`src/rtl/lsu_pkg.sv`:
```
// Shared encodings for the load/store unit: funct3 codes, FSM states and access-legality helpers.
// Pure declarations; no latency or backpressure of its own.
package lsu_pkg;

  localparam logic [2:0] F3_B  = 3'd0;
  localparam logic [2:0] F3_H  = 3'd1;
  localparam logic [2:0] F3_W  = 3'd2;
  localparam logic [2:0] F3_BU = 3'd4;
  localparam logic [2:0] F3_HU = 3'd5;

  typedef enum logic [1:0] {
    IDLE  = 2'd0,
    WRITE = 2'd1,
    RESP  = 2'd2
  } lsu_state_t;

  function automatic logic f3_legal(input logic we, input logic [2:0] f3);
    if (we) return (f3 == F3_B) || (f3 == F3_H) || (f3 == F3_W);
    return (f3 == F3_B) || (f3 == F3_H) || (f3 == F3_W) || (f3 == F3_BU) || (f3 == F3_HU);
  endfunction

  // Stores share the load codes for B/H/W, so one check covers both directions.
  function automatic logic f3_misaligned(input logic [2:0] f3, input logic [1:0] off);
    case (f3)
      F3_H, F3_HU: return off[0];
      F3_W:        return off != 2'b00;
      default:     return 1'b0;
    endcase
  endfunction

endpackage

```
`src/rtl/lsu_lane_align.sv`:
```
// Byte-lane steering: extracts and extends load data, and merges sub-word store data into a word.
// Purely combinational (zero latency); no handshake, so no backpressure.
module lsu_lane_align
  import lsu_pkg::*;
(
  input  logic [2:0]  funct3_i,
  input  logic [1:0]  byte_off_i,
  input  logic [31:0] mem_word_i,
  input  logic [31:0] wdata_i,
  output logic [31:0] load_data_o,
  output logic [31:0] merged_o
);

  logic [31:0] shifted;

  always_comb begin
    shifted     = mem_word_i >> {byte_off_i, 3'b000};
    load_data_o = '0;
    case (funct3_i)
      F3_B:    load_data_o = {{24{shifted[7]}}, shifted[7:0]};
      F3_H:    load_data_o = {{16{shifted[15]}}, shifted[15:0]};
      F3_W:    load_data_o = shifted;
      F3_BU:   load_data_o = {24'd0, shifted[7:0]};
      F3_HU:   load_data_o = {16'd0, shifted[15:0]};
      default: load_data_o = '0;
    endcase
  end

  always_comb begin
    merged_o = mem_word_i;
    case (funct3_i)
      F3_B:    merged_o[{byte_off_i, 3'b000} +: 8]        = wdata_i[7:0];
      F3_H:    merged_o[{byte_off_i[1], 4'b0000} +: 16]   = wdata_i[15:0];
      default: merged_o = wdata_i;
    endcase
  end

endmodule

```
`src/rtl/lsu_mem_ctrl.sv`:
```
// Load/store sequencer: loads and SW respond 1 cycle after accept, SB/SH read-modify-write in 2.
// A held response (resp_ready_i=0) blocks new requests; req_ready_o reopens as the response drains.
module lsu_mem_ctrl
  import lsu_pkg::*;
#(
  parameter int ADDR_WIDTH = 8
) (
  input  logic                  clk_i,
  input  logic                  rst_n_i,
  input  logic                  req_valid_i,
  output logic                  req_ready_o,
  input  logic                  req_we_i,
  input  logic [2:0]            req_funct3_i,
  input  logic [31:0]           req_addr_i,
  input  logic [31:0]           req_wdata_i,
  output logic                  resp_valid_o,
  input  logic                  resp_ready_i,
  output logic [31:0]           resp_rdata_o,
  output logic                  resp_fault_o,
  output logic                  mem_read_en_o,
  output logic                  mem_write_en_o,
  output logic [ADDR_WIDTH-1:0] mem_addr_o,
  output logic [31:0]           mem_write_data_o,
  input  logic [31:0]           mem_read_data_i
);

  lsu_state_t            state_q, state_d;
  logic [31:0]           resp_rdata_q, resp_rdata_d;
  logic                  resp_fault_q, resp_fault_d;
  logic [ADDR_WIDTH-1:0] wr_addr_q, wr_addr_d;
  logic [31:0]           wr_data_q, wr_data_d;

  logic [31:0]           load_data;
  logic [31:0]           merged;
  logic                  accept;
  logic                  req_fault;
  logic                  is_sw;
  logic [ADDR_WIDTH-1:0] req_word_addr;

  assign req_word_addr = req_addr_i[ADDR_WIDTH+1:2];
  assign is_sw         = req_we_i && (req_funct3_i == F3_W);
  assign req_fault     = !f3_legal(req_we_i, req_funct3_i)
                       || f3_misaligned(req_funct3_i, req_addr_i[1:0])
                       || (req_addr_i[31:ADDR_WIDTH+2] != '0);
  assign accept        = req_valid_i && req_ready_o;

  lsu_lane_align u_lane_align (
    .funct3_i    (req_funct3_i),
    .byte_off_i  (req_addr_i[1:0]),
    .mem_word_i  (mem_read_data_i),
    .wdata_i     (req_wdata_i),
    .load_data_o (load_data),
    .merged_o    (merged)
  );

  always_ff @(posedge clk_i) begin
    if (!rst_n_i) begin
      state_q      <= IDLE;
      resp_rdata_q <= '0;
      resp_fault_q <= 1'b0;
      wr_addr_q    <= '0;
      wr_data_q    <= '0;
    end else begin
      state_q      <= state_d;
      resp_rdata_q <= resp_rdata_d;
      resp_fault_q <= resp_fault_d;
      wr_addr_q    <= wr_addr_d;
      wr_data_q    <= wr_data_d;
    end
  end

  always_comb begin
    state_d      = state_q;
    resp_rdata_d = resp_rdata_q;
    resp_fault_d = resp_fault_q;
    wr_addr_d    = wr_addr_q;
    wr_data_d    = wr_data_q;
    case (state_q)
      IDLE, RESP: begin
        if (accept) begin
          resp_fault_d = req_fault;
          resp_rdata_d = (req_fault || req_we_i) ? 32'd0 : load_data;
          if (!req_fault && req_we_i && !is_sw) begin
            state_d   = WRITE;
            wr_addr_d = req_word_addr;
            wr_data_d = merged;
          end else begin
            state_d = RESP;
          end
        end else if (state_q == RESP && resp_ready_i) begin
          state_d = IDLE;
        end
      end
      WRITE:   state_d = RESP;
      default: state_d = IDLE;
    endcase
  end

  // Enables are gated by reset so a reset edge can never land a memory write.
  always_comb begin
    req_ready_o      = (state_q == IDLE) || (state_q == RESP && resp_ready_i);
    resp_valid_o     = (state_q == RESP);
    resp_rdata_o     = resp_rdata_q;
    resp_fault_o     = resp_fault_q;
    mem_read_en_o    = rst_n_i && accept && !req_fault && !is_sw;
    mem_write_en_o   = rst_n_i && ((accept && !req_fault && is_sw) || state_q == WRITE);
    mem_addr_o       = (state_q == WRITE) ? wr_addr_q : req_word_addr;
    mem_write_data_o = (state_q == WRITE) ? wr_data_q : req_wdata_i;
  end

endmodule
```
`config.mk`:
```
export PLATFORM = sky130hd
export DESIGN_NAME = lsu_mem_ctrl
export DESIGN_NICKNAME = d
export VERILOG_FILES = /design/src/rtl/lsu_pkg.sv /design/src/rtl/lsu_lane_align.sv /design/src/rtl/lsu_mem_ctrl.sv
export SDC_FILE = /design/constraint.sdc
export NUM_CORES = 1
export LEC_CHECK = 0
export CAP_MARGIN = 20
export CORE_MARGIN = 3
export CORE_UTILIZATION = 48
export CTS_BUF_LIST = sky130_fd_sc_hd__clkbuf_16
export CTS_CLUSTER_SIZE = 8
export DETAILED_ROUTE_END_ITERATION = 16
export PLACE_DENSITY = 0.89
export SYNTH_ARGS = -nofsm -noshare
export SYNTH_HDL_FRONTEND = slang
export SYNTH_SLANG_ARGS = --single-unit
```
`constraint.sdc`:
```
create_clock -name clk_i -period 9.3 [get_ports clk_i]
set_input_delay 1.86 -clock clk_i [delete_from_list [all_inputs] [get_ports clk_i]]
set_output_delay 1.86 -clock clk_i [all_outputs]
set_load 0.005 [all_outputs]
```
## Word-level counts from Yosys, hierarchy flattened

Index checks and enable logic that the tools add are counted.

- Register bits after elaboration: 75
- Bits of input ports: 104
- Output and inout bits: 77
- Logic and storage cells: 65

- Add/sub/neg operators: 2
- Eq/ne operators: 7
- Shift-type cells: 5
- Multiplexer cells: 15
- Reductions and logical operators: 31

Operator list:

| operator | count |
|---|---|
| $pmux 32 s5 | 1 |
| $bwmux 32 | 2 |
| $mux 32 | 2 |
| $pmux 32 s2 | 1 |
| $shift 16x7->32 const A | 1 |
| $shift 8x7->32 const A | 1 |
| $shiftx 16x7->32 | 1 |
| $shiftx 8x7->32 | 1 |
| $shr 32x5->32 | 1 |
| $reduce_bool 22->1 | 1 |
| $neg 5->7 | 2 |
| $logic_and 1x1->1 | 11 |
| $logic_or 1x1->1 | 9 |
| $mux 8 | 1 |
| $eq 3x3->1 const B | 2 |
| $mux 2 | 3 |
| $pmux 2 s2 | 1 |
| $reduce_or 2->1 | 2 |
| $eq 3x1->1 const B | 1 |
| $eq 3x2->1 const B | 1 |
| $logic_not 1->1 | 3 |
| $logic_not 3->1 | 1 |
| $mux 1 | 3 |
| $ne 3x3->1 const B | 1 |
| other kinds (7) | 7 |

## Longest topological paths before layout

- Depth in word-level cells: 15
- Mapped depth: 11
- Gate-level depth less buffers: 7

## Modules after synthesis

From an unflattened synthesis, not the netlist that was laid out.

- Cell total of the unflattened synthesis: 635
- Area total of the unflattened synthesis: 5552.8 µm²

By module, submodules not included:

| module | times used | cells an instance | area an instance (µm²) | seq. area each (µm²) |
|---|---|---|---|---|
| lsu_mem_ctrl | 1 | 361 | 3563.4 | 1501.4 |
| lsu_lane_align | 1 | 274 | 1989.4 | 0.0 |

## Worst setup path after synthesis

No wires, ideal clock.

- Kind: input -> output
- Start point: input req_addr_i[1]
- End point: output mem_write_en_o
- Data arrival time: 3.349 ns
- Slack: 4.091 ns
- Stages on the path: 8
- Path buffers: 3
- Path through: buf_2 -> clkinv_1 -> clkbuf_1 -> ha_1 -> buf_2 -> nand2_1 -> or3_1 -> a21oi_1

- Cells in the longest elaborated chain, start to end: 9

RTL lines:

| element | line | source |
|---|---|---|
| start, declared | lsu_mem_ctrl.sv:14 | `input logic [31:0] req_addr_i,` |
| $reduce_bool 2->1 | lsu_pkg.sv:26 | `F3_W: return off != 2'b00;` |
| $pmux 1 s2 | lsu_pkg.sv:24 | `case (f3)` |
| $logic_or 1x1->1 | lsu_mem_ctrl.sv:43 | `\|\| f3_misaligned(req_funct3_i, req_addr_i[1:0])` |
| $logic_or 1x1->1 | lsu_mem_ctrl.sv:44 | `\|\| (req_addr_i[31:ADDR_WIDTH+2] != '0);` |
| $logic_not 1->1 | lsu_mem_ctrl.sv:106 | `mem_write_en_o = rst_n_i && ((accept && !req_fault && is_sw) \|\| state_q == WRITE);` |
| $logic_and 1x1->1 (2 in series) | lsu_mem_ctrl.sv:106 |  |
| $logic_or 1x1->1 | lsu_mem_ctrl.sv:106 |  |
| $logic_and 1x1->1 | lsu_mem_ctrl.sv:106 |  |
| end, declared | lsu_mem_ctrl.sv:21 | `output logic mem_write_en_o,` |

No other way between the ends.

## Worst setup path after layout

- Start point: input req_funct3_i[0]
- End point: output mem_write_en_o

- Cells in the longest elaborated chain, start to end: 14
- Elaborated cells on any way between the ends: 22
- Those cells by class: 4 x eq/ne; 3 x mux; 15 x reduce/logical

RTL lines:

| element | line | source |
|---|---|---|
| start, declared | lsu_mem_ctrl.sv:13 | `input logic [2:0] req_funct3_i,` |
| $eq 3x1->1 / $logic_not 3->1 (equally long branches) | lsu_pkg.sv:18, lsu_pkg.sv:19, lsu_pkg.sv:24 |  |
| $logic_or 1x1->1 (2 in series) | lsu_pkg.sv:18, lsu_pkg.sv:19 |  |
| $logic_or 1x1->1 (2 in series) | lsu_pkg.sv:19 | `return (f3 == F3_B) \|\| (f3 == F3_H) \|\| (f3 == F3_W) \|\| (f3 == F3_BU) \|\| (f3 == F3_HU);` |
| $mux 1 | lsu_pkg.sv:19 |  |
| $logic_not 1->1 | lsu_mem_ctrl.sv:42 | `assign req_fault = !f3_legal(req_we_i, req_funct3_i)` |
| $logic_or 1x1->1 | lsu_mem_ctrl.sv:43 |  |
| $logic_or 1x1->1 | lsu_mem_ctrl.sv:44 |  |
| $logic_not 1->1 | lsu_mem_ctrl.sv:106 |  |
| $logic_and 1x1->1 | lsu_mem_ctrl.sv:106 |  |
| $logic_and 1x1->1 * | lsu_mem_ctrl.sv:106 |  |
| $logic_or 1x1->1 * | lsu_mem_ctrl.sv:106 |  |
| $logic_and 1x1->1 * | lsu_mem_ctrl.sv:106 |  |

Mark *: on every way between the ends. The rest lies on a longest branch, timed or not. The select of a mux whose other input is x is not followed.

==> impl_metrics.json <==
{
  "wl_met2_mm": 8.11,
  "insertion_delay_ns": 0.34,
  "start_util_pct": 49.9,
  "drt_iter0_markers": 735,
  "post-place-ws_ns": 2.25,
  "met3_length_mm": 2.11,
  "outcome": "finished, final reports clean",
  "regArea_sq_um": 1500,
  "max_slew_margin_pct": 23.7,
  "dr_total_vias": 5334,
  "slowest_delay_ns": 0.90,
  "setup_ws_ns": 2.15,
  "tightest_slew_ns": 1.13,
  "holdWs_ns": 0.458,
  "numCtsBuffers": 9,
  "ys_ff_latch": 75,
  "drt_pass1_iterations": 10,
  "ant_nets": 0,
  "place_hpwl_mm": 12.5,
  "gp_congestion": 0.969,
  "power_mw": 0.898,
  "cpLargestDelayFamily": "buffers and inverters",
  "post-cts-setup-buffers": 0,
  "fmax_ghz": 0.140,
  "slowest_stage": "clkdlybuf4s50_1",
  "fillers": 685,
  "nets": 808,
  "fin_crit_ns": 7.15,
  "synth-async-reset-ratio_pct": 0,
  "yosys.cell_types.count": 47,
  "netSwitchingPower_mw": 0.225,
  "via_per_inst": 6.40,
  "syn_area_per_cell_sq_um": 8.56,
  "synth_nets": 655,
  "die_height_um": 105,
  "crit_fanout": 28,
  "grt_first_pass_wirelength_mm": 26.9,
  "critical_path_required_ns": 7.44,
  "p_comb_share_pct": 19.4,
  "seq_area_frac_synth_pct": 32.1,
  "ir_worst_vdd_mv": 0.101,
  "fin_area_sq_um": 6850,
  "clock_skew_ns": 0.00594,
  "core_area_sq_um": 9370,
  "grt_max_degree": 50,
  "netlist_instances": 546,
  "slew_violations": 0,
  "syn_area_sq_um": 4680,
  "cts_tree": "yes",
  "synth_flop_cell": "dfxtp_1",
  "htreeDepth": 3,
  "tns_ns": 0,
  "clock-sinks": 75,
  "wl_mm": 17.6,
  "yosysWarnings": 0,
  "power_leakage_nw": 2.36,
  "clk_pin_slew_worst_paths_ns": 0.06,
  "drc": 0,
  "rsz0062_at_grt": "false",
  "fp.dieW_um": 105,
  "multi_input_area_sq_um": 2950,
  "synth_area_leaders": "dfxtp_1 (32%), mux2_2 (15%), o2bb2ai_1 (6.0%), nand2_1 (4.8%), nor2_1 (3.9%)",
  "place_area_sq_um": 6490,
  "min-delay-path-class": "reg2reg",
  "synth_edf_count": 0,
  "hold_buffers": 0,
  "p_int_mw": 0.673,
  "worst_ep_arrival_time_ns": 5.29,
  "grt_antenna_before_repair": 0,
  "grt_usage_pct": 30.6,
  "top_layer_used": "met4",
  "seqPwrFrac_pct": 35.9,
  "cts_resized": 0,
  "clockBufferDepth": 2,
  "overflow": 0,
  "maxCapViolations": 0,
  "cts_root_buf": "clkbuf_16",
  "timing_hold_violations_final": 0,
  "worst_setup_path_start_kind": "input pin",
  "synth_area_leader_cell": "dfxtp_1",
  "wire_per_inst_um": 21.1,
  "synth_top_area_share_pct": 32.1,
  "finalSetupViolCount": 0,
  "cp-end-kind": "output pin",
  "first_global_vias": 5071,
  "ioPinCount": 181,
  "die_area_sq_um": 11000,
  "drive_gt1_share_pct": 14.1,
  "path_cells": "clkdlybuf4s50_1 -> inv_1 -> o2111ai_1 -> or3_1 -> or3_1 -> a21oi_1 -> clkdlybuf4s50_1",
  "p_clk_share_pct": 44.7,
  "met1_length_mm": 6.38,
  "antenna_cells": 0,
  "rows": 35,
  "worstSetupPathType": "in2out",
  "p_sw_share_pct": 25.0,
  "crit_buf_inv": 3,
  "period_share_pct": 76.9,
  "power_density_nw_per_um2": 131,
  "area_growth_pct": 46.4,
  "port-buffer-count": 180
}
==> worst paths after layout <==
path	start	end	slack, ns	cells past startpoint
min	wr_addr_q[4]	wr_addr_q[4]	0.46	2
min reg2reg	wr_addr_q[4]	wr_addr_q[4]	0.46	2
max	req_funct3_i[0]	mem_write_en_o	2.15	7
max reg2reg	state_q[0]	wr_data_q[2]	6.76	4
==> kinds of logic after synthesis <==
logic type | after synthesis | synth area share, %
adder cells (fa/ha/maj) | 5 | 1.34
flip-flops | 75 | 32.1
AND/OR/NAND/NOR | 158 | 15.5
multiplexers | 80 | 19.1
buffers and inverters | 54 | 4.90
AO/OA/AOI/OAI | 174 | 27.1
==> layer usage <==
metal,vias to the layer above,GRT usage [%]
met5,-,0
met4,0,14.1
met3,108,8.59
met2,386,49.8
met1,2464,37.6
li1,2376,-
==> state kept, by name, summed over array words and instances, names as in the netlist <==
register,flops
resp_rdata_o,32
resp_fault_o,1
state_q,2
wr_addr_q,8
wr_data_q,32
==> synth_stat cells, drive strengths merged (5+ instances only) <==
cell,n
o21ai,34
nor3,14
mux2i,16
mux2,63
a21oi,33
ha,5
a221oi,17
nor4,10
a22oi,24
nand2,60
nor2,49
clkbuf,24
dfxtp,75
inv,7
nand3,11
a311oi,14
a222oi,7
o2bb2ai,32
buf,21
==> placed cells by master (no fill, tap or decap), types with 3 or more instances in the layout <==
master	synthesis	layout
a21oi_1	33	33
nor3_1	12	12
o2bb2ai_1	32	32
or3_1	3	3
a222oi_1	7	7
nand2_1	60	60
a311oi_1	14	14
clkbuf_16	0	9
o21ai_0	25	25
nand3_1	11	11
nor2_1	49	49
ha_1	5	5
mux2_2	63	63
a221oi_2	3	3
a221oi_1	14	14
clkinv_1	2	3
buf_4	0	7
inv_1	7	7
dfxtp_1	75	75
bufinv_16	0	3
o21ai_1	9	9
a22oi_1	24	24
clkdlybuf4s50_1	0	180
nor4_1	8	7
nor2b_1	3	3
mux2i_1	16	16
==> stage by stage <==
step                cells  utilization, %
floorplan             546               -
global placement      815            69.3
detailed placement    815            69.3
CTS                   831            72.9
global route          833            73.0
finish                833            73.0
==> layout make-up <==
type                       count  area share (%)
clock buffer                   9            3.29
clock inverter                 7            1.68
inverter                       9           0.494
multi-input combinational    417            43.2
sequential                    75            21.9
tap                          129            2.36
timing repair buffer         187            27.1
==> worst register-to-register path, stage by stage (launching register included) <==
cell      delay, ns
dfxtp_1        0.34
a211o_1        0.52
or4_1          1.06
a221oi_1       0.39
nor3_1         0.09
==> power groups by stage <==
stage	sequential [mW]	combinational, mW	clock [mW]
after floorplan	0.329	0.0725	0
after global placement	0.329	0.162	0
after detailed placement	0.329	0.166	0
after CTS	0.322	0.169	0.402
after global routing	0.322	0.183	0.415
final	0.322	0.174	0.401
Power figures use the tool's default switching activity.
